`config.mk`:
```
export PLATFORM = sky130hd
export DESIGN_NAME = pe_xnor_acc
export DESIGN_NICKNAME = d
export VERILOG_FILES = /design/src/rtl/pe_pkg.sv /design/src/rtl/pe_popcount.sv /design/src/rtl/pe_xnor_acc.sv
export SDC_FILE = /design/constraint.sdc
export NUM_CORES = 1
export LEC_CHECK = 0
export CAP_MARGIN = 15
export CORE_MARGIN = 2
export CORE_UTILIZATION = 55
export CTS_BUF_LIST = sky130_fd_sc_hd__clkbuf_4 sky130_fd_sc_hd__clkbuf_8
export DETAILED_ROUTE_END_ITERATION = 7
export PLACE_DENSITY = 0.91
export SYNTH_ARGS = -nofsm -noshare
export SYNTH_HDL_FRONTEND = slang
export SYNTH_SLANG_ARGS = --single-unit
```
`constraint.sdc`:
```
create_clock -name clk -period 4.55 [get_ports clk]
set_clock_uncertainty 0.05 [all_clocks]
set_input_delay 0.6825 -clock clk [delete_from_list [all_inputs] [get_ports clk]]
set_output_delay 0.6825 -clock clk [all_outputs]
set_load 0.005 [all_outputs]
```
`src/rtl/pe_pkg.sv`:
```
// pe_pkg -- shared definitions for the XNOR-popcount processing element.
//   pe_acc_state_t : accumulator sequencing states (IDLE, HELD, FULL)
//   pcnt_w()       : width needed to hold a popcount of SIMD bits
//   sat_add()      : unsigned add clamped to 2^w-1 (w up to 31)
package pe_pkg;

  typedef enum logic [1:0] {
    IDLE = 2'd0,  // waiting for a popcount
    HELD = 2'd1,  // popcount held, waiting to be accumulated
    FULL = 2'd2   // all folds accumulated, waiting to binarize
  } pe_acc_state_t;

  function automatic int pcnt_w(input int simd);
    return $clog2(simd + 1);
  endfunction

  // Both operands arrive zero-extended to 32 bits; the 33-bit sum cannot
  // overflow, so a single compare against the limit is enough.
  function automatic logic [31:0] sat_add(input logic [31:0] a,
                                          input logic [31:0] b,
                                          input int          w);
    logic [32:0] sum;
    logic [32:0] lim;
    sum = {1'b0, a} + {1'b0, b};
    lim = (33'd1 << w) - 33'd1;
    return (sum > lim) ? lim[31:0] : sum[31:0];
  endfunction

endpackage

```
`src/rtl/pe_popcount.sv`:
```
// pe_popcount -- combinational XNOR popcount as a balanced adder tree.
//   act  in  SIMD    : binary activations
//   wgt  in  SIMD    : binary weights
//   pcnt out PCNT_W  : number of bit positions where act == wgt
// Leaves are padded with zeros up to the next power of two; every level of
// the tree lives in its own generate scope so no array feeds back on itself.
module pe_popcount
  import pe_pkg::*;
#(
  parameter int SIMD   = 32,
  parameter int PCNT_W = pcnt_w(SIMD)
) (
  input  logic [SIMD-1:0]   act,
  input  logic [SIMD-1:0]   wgt,
  output logic [PCNT_W-1:0] pcnt
);

  localparam int LEVELS = $clog2(SIMD);
  localparam int LEAVES = 1 << LEVELS;

  logic [SIMD-1:0] match_vec;
  assign match_vec = ~(act ^ wgt);

  genvar gi, gj;
  generate
    for (gi = 0; gi <= LEVELS; gi++) begin : g_lvl
      localparam int NODES = LEAVES >> gi;
      logic [PCNT_W-1:0] sum [NODES];
      for (gj = 0; gj < NODES; gj++) begin : g_node
        if (gi == 0) begin : g_leaf
          if (gj < SIMD) begin : g_bit
            assign sum[gj] = PCNT_W'(match_vec[gj]);
          end else begin : g_pad
            assign sum[gj] = '0;
          end
        end else begin : g_add
          // A subtree sum never exceeds SIMD, so PCNT_W bits cannot overflow.
          assign sum[gj] = g_lvl[gi-1].sum[2*gj] + g_lvl[gi-1].sum[2*gj+1];
        end
      end
    end
  endgenerate

  assign pcnt = g_lvl[LEVELS].sum[0];

endmodule

```
`src/rtl/pe_xnor_acc.sv`:
```
// pe_xnor_acc -- XNOR-popcount, fold accumulation and threshold binarization
// for one processing element, driven by strobes from the PE controller.
//   clk, rst (async, active low)
//   continuePcnt, actWord, wgtWord : capture popcount of ~(act ^ wgt)
//   continueAcc, numFolds          : accumulate held popcount (saturating)
//   binarizeStart, thr0, thr1      : compare accumulator and emit result
//   pcntDone, accDone, binValid    : one-cycle completion pulses
//   binOut                         : result, held until the next binValid
//   protoErr                       : sticky illegal-strobe flag
// Macro PE_RESIDUAL_EN: enables the second (residual) output bit using thr1;
// without it thr1 is unused and binOut[1] is always 0.
module pe_xnor_acc
  import pe_pkg::*;
#(
  parameter int SIMD   = 32,
  parameter int ACC_W  = 16,
  parameter int FOLD_W = 8
) (
  input  logic              clk,
  input  logic              rst,
  input  logic              continuePcnt,
  input  logic [SIMD-1:0]   actWord,
  input  logic [SIMD-1:0]   wgtWord,
  input  logic              continueAcc,
  input  logic [FOLD_W-1:0] numFolds,
  input  logic              binarizeStart,
  input  logic [ACC_W-1:0]  thr0,
  input  logic [ACC_W-1:0]  thr1,
  output logic              pcntDone,
  output logic              accDone,
  output logic [1:0]        binOut,
  output logic              binValid,
  output logic              protoErr
);

  localparam int PCNT_W = pcnt_w(SIMD);

  pe_acc_state_t     state_reg;
  logic [PCNT_W-1:0] pcnt_reg;
  logic [ACC_W-1:0]  acc_reg;
  logic [FOLD_W-1:0] fold_cnt_reg;
  logic [FOLD_W-1:0] num_folds_reg;

  logic [PCNT_W-1:0] pcnt_next;

  pe_popcount #(
    .SIMD   (SIMD),
    .PCNT_W (PCNT_W)
  ) u_popcount (
    .act  (actWord),
    .wgt  (wgtWord),
    .pcnt (pcnt_next)
  );

  // Fold bookkeeping. numFolds is only looked at on the first accumulate of
  // a neuron; that same cycle must already compare against it, so the
  // target bypasses the latch while the counter is still zero.
  logic [FOLD_W-1:0] folds_eff;
  logic [FOLD_W-1:0] fold_tgt;
  logic [FOLD_W-1:0] fold_inc;
  logic              last_fold;

  assign folds_eff = (numFolds == '0) ? FOLD_W'(1) : numFolds;
  assign fold_tgt  = (fold_cnt_reg == '0) ? folds_eff : num_folds_reg;
  assign fold_inc  = fold_cnt_reg + FOLD_W'(1);
  assign last_fold = (fold_inc == fold_tgt);

  logic [1:0] bin_next;

`ifdef PE_RESIDUAL_EN
  // One extra bit keeps thr0 + thr1 and acc + thr1 from wrapping.
  logic [ACC_W:0] acc_ext;
  logic [ACC_W:0] thr0_ext;
  logic [ACC_W:0] thr1_ext;
  logic           bin_hi;
  logic           bin_lo;

  assign acc_ext  = {1'b0, acc_reg};
  assign thr0_ext = {1'b0, thr0};
  assign thr1_ext = {1'b0, thr1};
  assign bin_lo   = (acc_ext >= thr0_ext);
  assign bin_hi   = bin_lo ? (acc_ext >= thr0_ext + thr1_ext)
                           : (acc_ext + thr1_ext >= thr0_ext);
  assign bin_next = {bin_hi, bin_lo};
`else
  logic unused_thr1;
  assign unused_thr1 = ^thr1;
  assign bin_next    = {1'b0, (acc_reg >= thr0)};
`endif

  always_ff @(posedge clk or negedge rst) begin
    if (!rst) begin
      state_reg     <= IDLE;
      pcnt_reg      <= '0;
      acc_reg       <= '0;
      fold_cnt_reg  <= '0;
      num_folds_reg <= '0;
      pcntDone      <= 1'b0;
      accDone       <= 1'b0;
      binOut        <= 2'b00;
      binValid      <= 1'b0;
      protoErr      <= 1'b0;
    end else begin
      pcntDone <= 1'b0;
      accDone  <= 1'b0;
      binValid <= 1'b0;

      case (state_reg)
        IDLE: begin
          if (continuePcnt) begin
            pcnt_reg  <= pcnt_next;
            pcntDone  <= 1'b1;
            state_reg <= HELD;
          end
          // Nothing is held, so there is nothing to accumulate.
          if (continueAcc) begin
            protoErr <= 1'b1;
          end
        end

        HELD: begin
          if (continueAcc) begin
            acc_reg      <= ACC_W'(sat_add(32'(acc_reg), 32'(pcnt_reg), ACC_W));
            fold_cnt_reg <= fold_inc;
            if (fold_cnt_reg == '0) begin
              num_folds_reg <= folds_eff;
            end
            if (last_fold) begin
              state_reg <= FULL;
              accDone   <= 1'b1;
              // A popcount arriving with the final fold has nowhere to go.
              if (continuePcnt) begin
                protoErr <= 1'b1;
              end
            end else if (continuePcnt) begin
              pcnt_reg <= pcnt_next;
              pcntDone <= 1'b1;
            end else begin
              state_reg <= IDLE;
            end
          end else if (continuePcnt) begin
            // Overwrites a popcount that was never accumulated.
            pcnt_reg <= pcnt_next;
            pcntDone <= 1'b1;
            protoErr <= 1'b1;
          end
        end

        FULL: begin
          if (continuePcnt || continueAcc) begin
            protoErr <= 1'b1;
          end
          if (binarizeStart) begin
            binOut       <= bin_next;
            binValid     <= 1'b1;
            acc_reg      <= '0;
            fold_cnt_reg <= '0;
            state_reg    <= IDLE;
          end
        end

        default: begin
          state_reg <= IDLE;
        end
      endcase

      if (binarizeStart && (state_reg != FULL)) begin
        protoErr <= 1'b1;
      end
    end
  end

endmodule

```
==> summary.txt, run 1 <==
RSZ-0062 raised after global routing: yes
CP arrival: 4.78 ns
WL met2: 5450 um
critical path's slowest cell: fa_2
NetSw: 1980 uW
PnR worst setup slack: -0.0874 ns
row count: 32
final core utilization: 0.749
TritonCTS clock tree: yes
Met3 Routed Length: 524 um
Hold Path Class: flip-flop to flip-flop
DR top layer: met4
Yosys top cell by area: dfrtp_1
drt via density: 5.62
Synth async-reset ratio: 1.00
Sw Share: 0.445
GRT Total Usage: 0.239
total CTS buffers: 5
critical path's largest stage delay: 0.58 ns
post-CTS setup buffer count: 0
setup violators final: 3
Max Fanout on Critical Path: 2
Ports: 115
Reg power frac: 0.155
setup slack, reg-to-reg: 1.12 ns
pwr/cell area: 763 nW/um2
Post-Syn Area: 4430 um2
sequential area share after synthesis: 0.254
chip height: 93.8 um
R2R depth: 7
global-route wire length before repair: 17000 um
vias in the first global route: 3937
CTS root buf: clkbuf_8
Post-DP HPWL: 7840 um
area grow syn2layout: 31.3%
CTS max path bufs: 2
routed length per instance: 15.0 um
Design Area, Final: 5820 um2
startpoint types: input pin
Die Wd: 93.8 um
synthesized area per cell: 9.43 um2
placed inst area: 5600 um2
Core ar.: 7770 um2
Synth Register Bits: 45
share of cells above drive strength 1: 0.274
number of synthesized flops with an enable pin: 0
Initial Util: 0.571
CP Data Required Time: 4.69 ns
Met1 Wirelength: 3950 um
drt first pass iters: 4
peak supply drop: 0.694 mV
CP Capture Type: flip-flop
minimum clock period: 4.64 ns
grt ovf: 0
Hold Vio Cnt, Final: 0
LEAKAGE: 0.00275 uW
Worst R2R End: pcnt_reg[2]$_DFFE_PN0P_
Mapped Nets: 654
CP cell instances: clkdlybuf4s15_2 -> xnor2_2 -> ha_2 -> fa_1 -> fa_2 -> fa_2 -> fa_1 -> inv_2 -> fa_1 -> inv_2 -> ha_4 -> fa_2 -> xor2_1 -> mux2_4
final worst path period share: 1.02
reg2reg start: fold_cnt_reg[2]$_DFFE_PN0P_
Comb pwr share: 0.786
vias: 3775
GP Congestion: 0.859
failing checks: negative setup slack
post-synth cell types: 58
Hold EP: protoErr$_DFFE_PN0P_
Warnings, synthesis: 0
violation count after the first detailed-route iteration: 166
Synth top area share: 0.254
placed insts: 664
Clock Power Share: 0.059
initial antenna violation count: 0
nets@finish: 753
Slew Limit Fails: 0
actual slew at the worst max-slew pin: 1.17 ns
critical path type: input pin to flip-flop
routed wire length: 10100 um
non-filler instance count after layout: 672
Largest register FFs: 16
fmax: 216 MHz
Cells after Synth: 470
H-tree depth: 2
Main synth FF type: dfrtp_1
Hold Crit Depth: 1
Inserted Diodes: 0
Routed Antenna Nets: 0
status: complete, but fails checks
DRC Markers: 0
clock-pin slew on the worst setup and hold paths: 0.09 ns
pin count of the biggest net entering global routing: 46
max_cap viols: 0
clk sinks: 45
largest cells by area after synthesis: dfrtp_1 (25%), ha_1 (14%), fa_1 (12%)
Slew headroom: 0.211
port bufs: 97
DIE AREA: 8790 um2
clk_lat worst skew: 0.31 ns
Pint: 2470 uW
Hold Path Origin: protoErr$_DFFE_PN0P_
-- Yosys cell counts (4+ instances only) --
library cell / number
a211oi_1: 5
a21o_1: 11
a21oi_1: 25
a31oi_1: 9
and3_1: 10
clkbuf_1: 6
dfrtp_1: 45
fa_1: 27
ha_1: 48
inv_1: 78
mux2_2: 7
mux2_4: 5
nand2_1: 23
nand2b_1: 4
nand3_1: 8
nand4_1: 5
nor2_1: 16
nor3_1: 11
o21a_1: 4
o21ai_0: 20
or3_1: 5
xnor2_1: 36
xor2_1: 7
-- per-stage QoR --
stage / hold slack (ns) / setup TNS (ns) / total power [uW] / setup WS [ns]
after floorplan: 0.337 / -0.458 / 3120 / -0.153
after global placement: 0.420 / -3.09 / 3590 / -0.737
after detailed placement: 0.420 / -3.61 / 3870 / -0.854
after CTS: 0.447 / -0.279 / 4200 / -0.115
after global routing: 0.462 / -0.606 / 4960 / -0.212
final: 0.437 / -0.176 / 4440 / -0.0874
-- routing by layer --
layer,global-route usage,up-vias
met5,0,-
met2,0.448,136
met1,0.278,1827
met3,0.0409,11
met4,0.0676,0
li1,-,1801
-- cell families after synthesis --
logic type      synth area share
other cells             0.000846
compound gates             0.158
buf+inv                   0.0793
mux                       0.0370
simple gates               0.128
xor+xnor                  0.0850
fa+ha+maj                  0.257
flops                      0.254
-- how the worst max path moves through the flow --
stage	startpoint	endpoint	slack, ns	cells after the start
CTS	actWord[13]	pcnt_reg[3]$_DFFE_PN0P_	-0.12	16
floorplan	wgtWord[11]	pcnt_reg[3]$_DFFE_PN0P_	-0.15	15
detailed placement	wgtWord[11]	pcnt_reg[4]$_DFFE_PN0P_	-0.85	17
finish	actWord[20]	pcnt_reg[3]$_DFFE_PN0P_	-0.09	14
global route	actWord[28]	pcnt_reg[3]$_DFFE_PN0P_	-0.21	16
global placement	wgtWord[11]	pcnt_reg[3]$_DFFE_PN0P_	-0.74	16
-- critical path: cells and delay by family --
kind	cells	cell delay (ns)
adder cells (fa/ha/maj)	8	3.29
buffers and inverters	3	0.29
XOR/XNOR	2	0.28
multiplexers	1	0.25
-- power groups by stage --
stage | Clock [uW] | Sequential, uW | Combinational, uW
3_5_place_dp | 0 | 692 | 3180
3_3_place_gp | 0 | 677 | 2910
5_1_grt | 283 | 705 | 3970
4_1_cts | 261 | 685 | 3250
2_1_floorplan | 0 | 634 | 2480
6_report | 263 | 689 | 3490
-- layout by cell type (no fill, tap or decap), drive strengths merged, types with 8 or more instances in the layout --
cell / Yosys / final
buf: 5 / 47
clkdlybuf4s50: 0 / 48
a21o: 11 / 11
o21ai: 24 / 24
nor3: 11 / 11
a31oi: 10 / 10
and3: 10 / 10
inv: 78 / 78
a21oi: 25 / 25
xnor2: 36 / 36
dfrtp: 45 / 45
fa: 27 / 27
nand2: 23 / 23
nand3: 8 / 8
nor2: 17 / 17
mux2: 12 / 12
ha: 48 / 48
-- final cells by class --
class	instances	area [um2]
multi-input combinational	336	3290
inverter	78	293
clock buffer	6	76.3
timing repair buffer	103	896
tap	102	128
clock inverter	2	15.0
fill	546	1950
sequential	45	1130
-- timing repair --
| action | 4_1_cts | 5_1_grt |
|---|---|---|
| pin swaps | 55 | 29 |
| hold buffers | 0 | 0 |
| resized for setup | 235 | 18 |
| setup endpoints to repair | 5 | 4 |
Power figures use the tool's default switching activity.
==> run 2: changes to the inputs <==
Settings changed: SETUP_SLACK_MARGIN from default to 0.4.
==> run 2 against run 1 <==
- the run still ends with negative setup slack left
- sequential share of layout area is 0.34 points higher
- hold slack better by 0.021 ns
- maximum frequency is 1.2% higher
- via count is 0.40% higher
- combinational power is 4% lower
- final cell count stayed put
- critical path type unchanged
- critical endpoint is now pcnt_reg[5]$_DFFE_PN0P_
- largest cell class unchanged
==> summary.txt, run 2 (same netlist as run 1, synthesis figures left out) <==
status: complete, but fails checks
failing checks: negative setup slack
fmax: 218 MHz (+1.2%)
port bufs: 97 (unchanged)
CP Data Required Time: 4.67 ns (-0.02 ns)
Largest register FFs: 16 (unchanged)
Reg power frac: 0.161 (+0.006)
drt first pass iters: 5 (+1)
LEAKAGE: 0.00275 uW (-0.29%)
global-route wire length before repair: 17200 um (+1.4%)
TritonCTS clock tree: yes
Hold EP: protoErr$_DFFE_PN0P_
routed length per instance: 15.6 um (+3.9%)
violation count after the first detailed-route iteration: 161 (-3.0%)
post-CTS setup buffer count: 0 (unchanged)
vias in the first global route: 3925 (-0.30%)
critical path type: input pin to flip-flop
R2R depth: 7 (unchanged)
critical path's slowest cell: fa_1
Die Wd: 93.8 um (unchanged)
non-filler instance count after layout: 672 (unchanged)
CP Capture Type: flip-flop
most frequent cells in the layout: inv_1 (53), clkdlybuf4s50_1 (48), dfrtp_1 (45)
critical path's most frequent cell: inv_2
H-tree depth: 2 (unchanged)
Routed Antenna Nets: 0 (unchanged)
CTS root buf: clkbuf_8
area grow syn2layout: 29.0%
setup slack, reg-to-reg: 1.14 ns (+0.02 ns)
routed wire length: 10500 um (+3.9%)
Hold Path Origin: protoErr$_DFFE_PN0P_
initial antenna violation count: 0 (unchanged)
final worst path period share: 1.01 (-0.0125)
CTS max path bufs: 2 (unchanged)
clk sinks: 45 (unchanged)
critical path's largest stage delay: 0.54 ns (-0.04 ns)
RSZ-0062 raised after global routing: yes
grt ovf: 0 (unchanged)
commonest non-fill, non-tap cell in the layout: inv_1
Pint: 2400 uW (-2.6%)
Ports: 115 (unchanged)
Inserted Diodes: 0 (unchanged)
actual slew at the worst max-slew pin: 1.12 ns (-0.0519 ns)
drt via density: 5.64 (+0.40%)
total CTS buffers: 5 (unchanged)
DRC Markers: 0 (unchanged)
chip height: 93.8 um (unchanged)
Hold Path Class: flip-flop to flip-flop
# fillers: 540 (-1.1%)
startpoint types: input pin
Comb pwr share: 0.781 (-0.005)
Hold Crit Depth: 1 (unchanged)
CP cell instances: buf_6 -> xnor2_2 -> ha_2 -> inv_2 -> fa_1 -> inv_2 -> fa_2 -> fa_2 -> fa_1 -> inv_2 -> fa_1 -> inv_2 -> ha_4 -> fa_2 -> a21o_1 -> a21oi_1 -> mux2i_1
reg2reg start: fold_cnt_reg[2]$_DFFE_PN0P_
Sw Share: 0.440 (-0.00458)
Slew headroom: 0.246 (+0.0349)
row count: 32 (unchanged)
Worst R2R End: pcnt_reg[2]$_DFFE_PN0P_
NetSw: 1890 uW (-4.4%)
clock-pin slew on the worst setup and hold paths: 0.09 ns (about the same)
Initial Util: 0.571 (unchanged)
setup violators final: 2 (-1)
Core ar.: 7770 um2 (unchanged)
peak supply drop: 0.715 mV (+3.1%)
Hold Vio Cnt, Final: 0 (unchanged)
GRT Total Usage: 0.243 (+0.00447)
pin count of the biggest net entering global routing: 46 (unchanged)
share of cells above drive strength 1: 0.270 (-0.00351)
Post-DP HPWL: 7940 um (+1.2%)
clk_lat worst skew: 0.30 ns (about the same)
minimum clock period: 4.58 ns (-0.0567 ns)
DIE AREA: 8790 um2 (unchanged)
GP Congestion: 0.862 (+0.36%)
nets@finish: 753 (unchanged)
Fin Hold WS: 0.457 ns (+0.0206 ns)
setup TNS: -0.0601 ns (+0.116 ns)
vias: 3790 (+0.40%)
Slew Limit Fails: 0 (unchanged)
Clock Power Share: 0.058 (about the same)
max_cap viols: 0 (unchanged)
CP arrival: 4.70 ns (-0.08 ns)
pwr/cell area: 750 nW/um2 (-1.7%)
PnR worst setup slack: -0.0307 ns (+0.0567 ns)
placed insts: 664 (unchanged)
Max Fanout on Critical Path: 2 (unchanged)
run 2: power by group through the flow:
| stage | clock network, uW | logic (uW) | registers (uW) |
|---|---|---|---|
| after floorplan | 0 | 2580 | 634 |
| after global placement | 0 | 3010 | 678 |
| after detailed placement | 0 | 3190 | 693 |
| after CTS | 251 | 3260 | 685 |
| after global routing | 268 | 3850 | 708 |
| final | 251 | 3350 | 691 |
run 2: layout make-up:
| cell class | count | area [um2] | area share |
|---|---|---|---|
| clock buffers | 6 | 76.3 | 0.0133 |
| clock inverters | 2 | 10.0 | 0.00175 |
| inverters | 78 | 293 | 0.0512 |
| multi-input cells | 336 | 3220 | 0.562 |
| flip-flops and latches | 45 | 1130 | 0.197 |
| well taps | 102 | 128 | 0.0223 |
| repair buffers | 103 | 871 | 0.152 |
run 2: how the worst max path moves through the flow:
| stage | startpoint | endpoint | cells past startpoint |
|---|---|---|---|
| 4_1_cts | actWord[10] | pcnt_reg[5]$_DFFE_PN0P_ | 17 |
| 3_3_place_gp | wgtWord[11] | pcnt_reg[3]$_DFFE_PN0P_ | 16 |
| 6_report | wgtWord[27] | pcnt_reg[5]$_DFFE_PN0P_ | 17 |
| 5_1_grt | wgtWord[8] | pcnt_reg[5]$_DFFE_PN0P_ | 17 |
| 3_5_place_dp | wgtWord[11] | pcnt_reg[4]$_DFFE_PN0P_ | 17 |
| 2_1_floorplan | wgtWord[11] | pcnt_reg[3]$_DFFE_PN0P_ | 15 |
run 2: critical path: cells and delay by family:
kind            cells  cell delay (ns)
fa+ha+maj           8             3.21
compound gates      2             0.29
buf+inv             5             0.27
xor+xnor            1             0.14
mux                 1             0.09
run 2: timing repair:
item	CTS	global route
gates resized for setup	216	30
endpoints found under the setup margin	5	5
pin swaps	60	38
hold buffers	0	0
run 2: through the flow:
stage,worst slack [ns],utilization,power (uW),instance area [um2]
after floorplan,-0.149,-,3210,4530
after global placement,-0.731,0.722,3690,5610
after detailed placement,-0.833,0.722,3880,5610
after CTS,-0.0966,0.730,4200,5670
after global routing,-0.175,0.736,4830,5720
final,-0.0307,0.736,4290,5720
run 2: layer usage:
metal  vias to the layer above  routed length, um  GRT usage
li1                       1797                  -          -
met5                         -                  0          0
met4                         0                216     0.0918
met3                        21                524     0.0337
met1                      1825               3890      0.268
met2                       147               5850      0.468
==> run 3: changes to the inputs <==
Settings changed: PLACE_DENSITY 0.91 to 0.86.
==> run 3 against run 2 <==
- utilization is 0.85 points higher
- clock-buffer cell count decreased by 1
- maximum frequency is essentially flat
- the run still ends with negative setup slack left
- critical path type unchanged
- sequential cell count stayed put
- final cell count up 0.30%
==> summary.txt, run 3 (same netlist as run 1, synthesis figures left out) <==
status: complete, but fails checks
failing checks: negative setup slack
Met3 Routed Length: 492 um (-6.1%)
setup slack at placement: -0.851 ns (-0.0183 ns)
H-tree depth: 2 (unchanged)
CP Data Required Time: 4.70 ns (+0.03 ns)
R2R depth: 10 (+3)
critical path's largest stage delay: 0.54 ns (about the same)
grt ovf: 0 (unchanged)
commonest non-fill, non-tap cell in the layout: inv_1
fmax: 218 MHz (about the same)
Ports: 115 (unchanged)
Hold Crit Depth: 1 (unchanged)
PnR worst setup slack: -0.0337 ns (-0.00306 ns)
minimum clock period: 4.58 ns (+0.00306 ns)
Sequential Area: 1130 um2 (unchanged)
critical path type: input pin to flip-flop
DIE AREA: 8790 um2 (unchanged)
Die Wd: 93.8 um (unchanged)
area grow syn2layout: 30.5%
Core ar.: 7770 um2 (unchanged)
final core utilization: 0.745 (+0.00854)
row count: 32 (unchanged)
port bufs: 97 (unchanged)
WL met2: 5550 um (-5.2%)
Max Fanout on Critical Path: 2 (unchanged)
Met1 Wirelength: 4010 um (+3.1%)
RSZ-0062 raised after global routing: yes
LEAKAGE: 0.00277 uW (+0.73%)
hold_buf cts: 0 (unchanged)
max_cap viols: 0 (unchanged)
Hold Path Class: flip-flop to flip-flop
Routed Antenna Nets: 0 (unchanged)
routed wire length: 10200 um (-2.6%)
CP cell instances: buf_6 -> xnor2_4 -> ha_4 -> inv_2 -> fa_1 -> inv_1 -> fa_2 -> fa_2 -> fa_1 -> inv_1 -> fa_1 -> inv_2 -> ha_4 -> fa_2 -> xor2_1 -> mux2_4
actual slew at the worst max-slew pin: 1.01 ns (-0.115 ns)
post-CTS setup buffer count: 0 (unchanged)
initial antenna violation count: 0 (unchanged)
pwr/cell area: 743 nW/um2 (-1.1%)
startpoint types: input pin
clk sinks: 45 (unchanged)
GP Congestion: 0.850 (-1.3%)
routed length per instance: 15.1 um (-2.9%)
DR top layer: met4
chip height: 93.8 um (unchanged)
TritonCTS clock tree: yes
multi-input logic area: 3270 um2 (+1.6%)
final worst path period share: 1.01 (about the same)
share of cells above drive strength 1: 0.269 (-0.000945)
GRT Total Usage: 0.243 (-0.000385)
CTS max path bufs: 2 (unchanged)
critical path's slowest cell: fa_2
peak supply drop: 0.800 mV (+12%)
Hold Vio Cnt, Final: 0 (unchanged)
most frequent cells in the layout: inv_1 (56), clkdlybuf4s50_1 (48), dfrtp_1 (45)
Largest register FFs: 16 (unchanged)
Initial Util: 0.571 (unchanged)
Slew Limit Fails: 0 (unchanged)
total CTS buffers: 5 (unchanged)
drt first pass iters: 5 (unchanged)
nets@finish: 755 (+0.27%)
pin count of the biggest net entering global routing: 46 (unchanged)
Slew headroom: 0.329 (+0.0830)
violation count after the first detailed-route iteration: 118 (-27%)
CTS root buf: clkbuf_8
CP Capture Type: flip-flop
vias: 3744 (-1.2%)
# fillers: 554 (+2.6%)
drt via density: 5.55 (-1.5%)
Inserted Diodes: 0 (unchanged)
CP arrival: 4.73 ns (+0.03 ns)
Post-DP HPWL: 7890 um (-0.56%)
clock-pin slew on the worst setup and hold paths: 0.09 ns (about the same)
clk_lat worst skew: 0.31 ns (about the same)
DRC Markers: 0 (unchanged)
setup violators final: 1 (-1)
vias in the first global route: 3921 (-0.10%)
global-route wire length before repair: 17300 um (+0.60%)
run 3: worst paths after layout:
kind | startpoint | endpoint | slack (ns)
setup / recovery | wgtWord[27] | pcnt_reg[3]$_DFFE_PN0P_ | -0.03
setup reg to reg | fold_cnt_reg[0]$_DFFE_PN0P_ | pcnt_reg[2]$_DFFE_PN0P_ | 1.52
min in group asynchronous | rst | binOut[0]$_DFFE_PN0P_ | 0.48
hold / removal | protoErr$_DFFE_PN0P_ | protoErr$_DFFE_PN0P_ | 0.45
max in group asynchronous | rst | pcnt_reg[2]$_DFFE_PN0P_ | 3.34
hold reg to reg | protoErr$_DFFE_PN0P_ | protoErr$_DFFE_PN0P_ | 0.45
run 3: layout make-up:
cell class | count | share of cell area
flip-flops and latches | 45 | 0.195
well taps | 102 | 0.0221
repair buffers | 105 | 0.153
clock inverters | 3 | 0.00303
multi-input cells | 336 | 0.565
clock buffers | 5 | 0.0119
inverters | 78 | 0.0506
run 3: repair_timing:
action	CTS	global route
endpoints found under the setup margin	5	5
gates resized for setup	229	23
pin swaps	57	24
run 3: stage by stage:
stage | total power [uW] | instance area, um2 | setup TNS (ns) | hold WS [ns] | std cells
after detailed placement | 3970 | 5620 | -3.47 | 0.423 | 665
after CTS | 4320 | 5770 | -0.205 | 0.450 | 673
after floorplan | 3210 | 4530 | -0.446 | 0.337 | 470
after global routing | 4780 | 5790 | -0.495 | 0.482 | 674
final | 4300 | 5790 | -0.0337 | 0.446 | 674
after global placement | 3730 | 5620 | -3.07 | 0.425 | 665
run 3: per-layer routing:
metal  global-route usage  up-vias
met5                    0        -
met4               0.0664        0
met3               0.0265       16
met2                0.465      130
met1                0.284     1785
li1                     -     1813
run 3: power breakdown:
part           internal (uW)  switching [uW]
sequential               552             133
combinational           1750            1610
clock                    106             153
run 3: worst max-delay path: cells and delay by family:
family     cells  cell delay, ns
xor+xnor       2            0.32
mux            1            0.25
buf+inv        5            0.27
fa+ha+maj      8            3.21
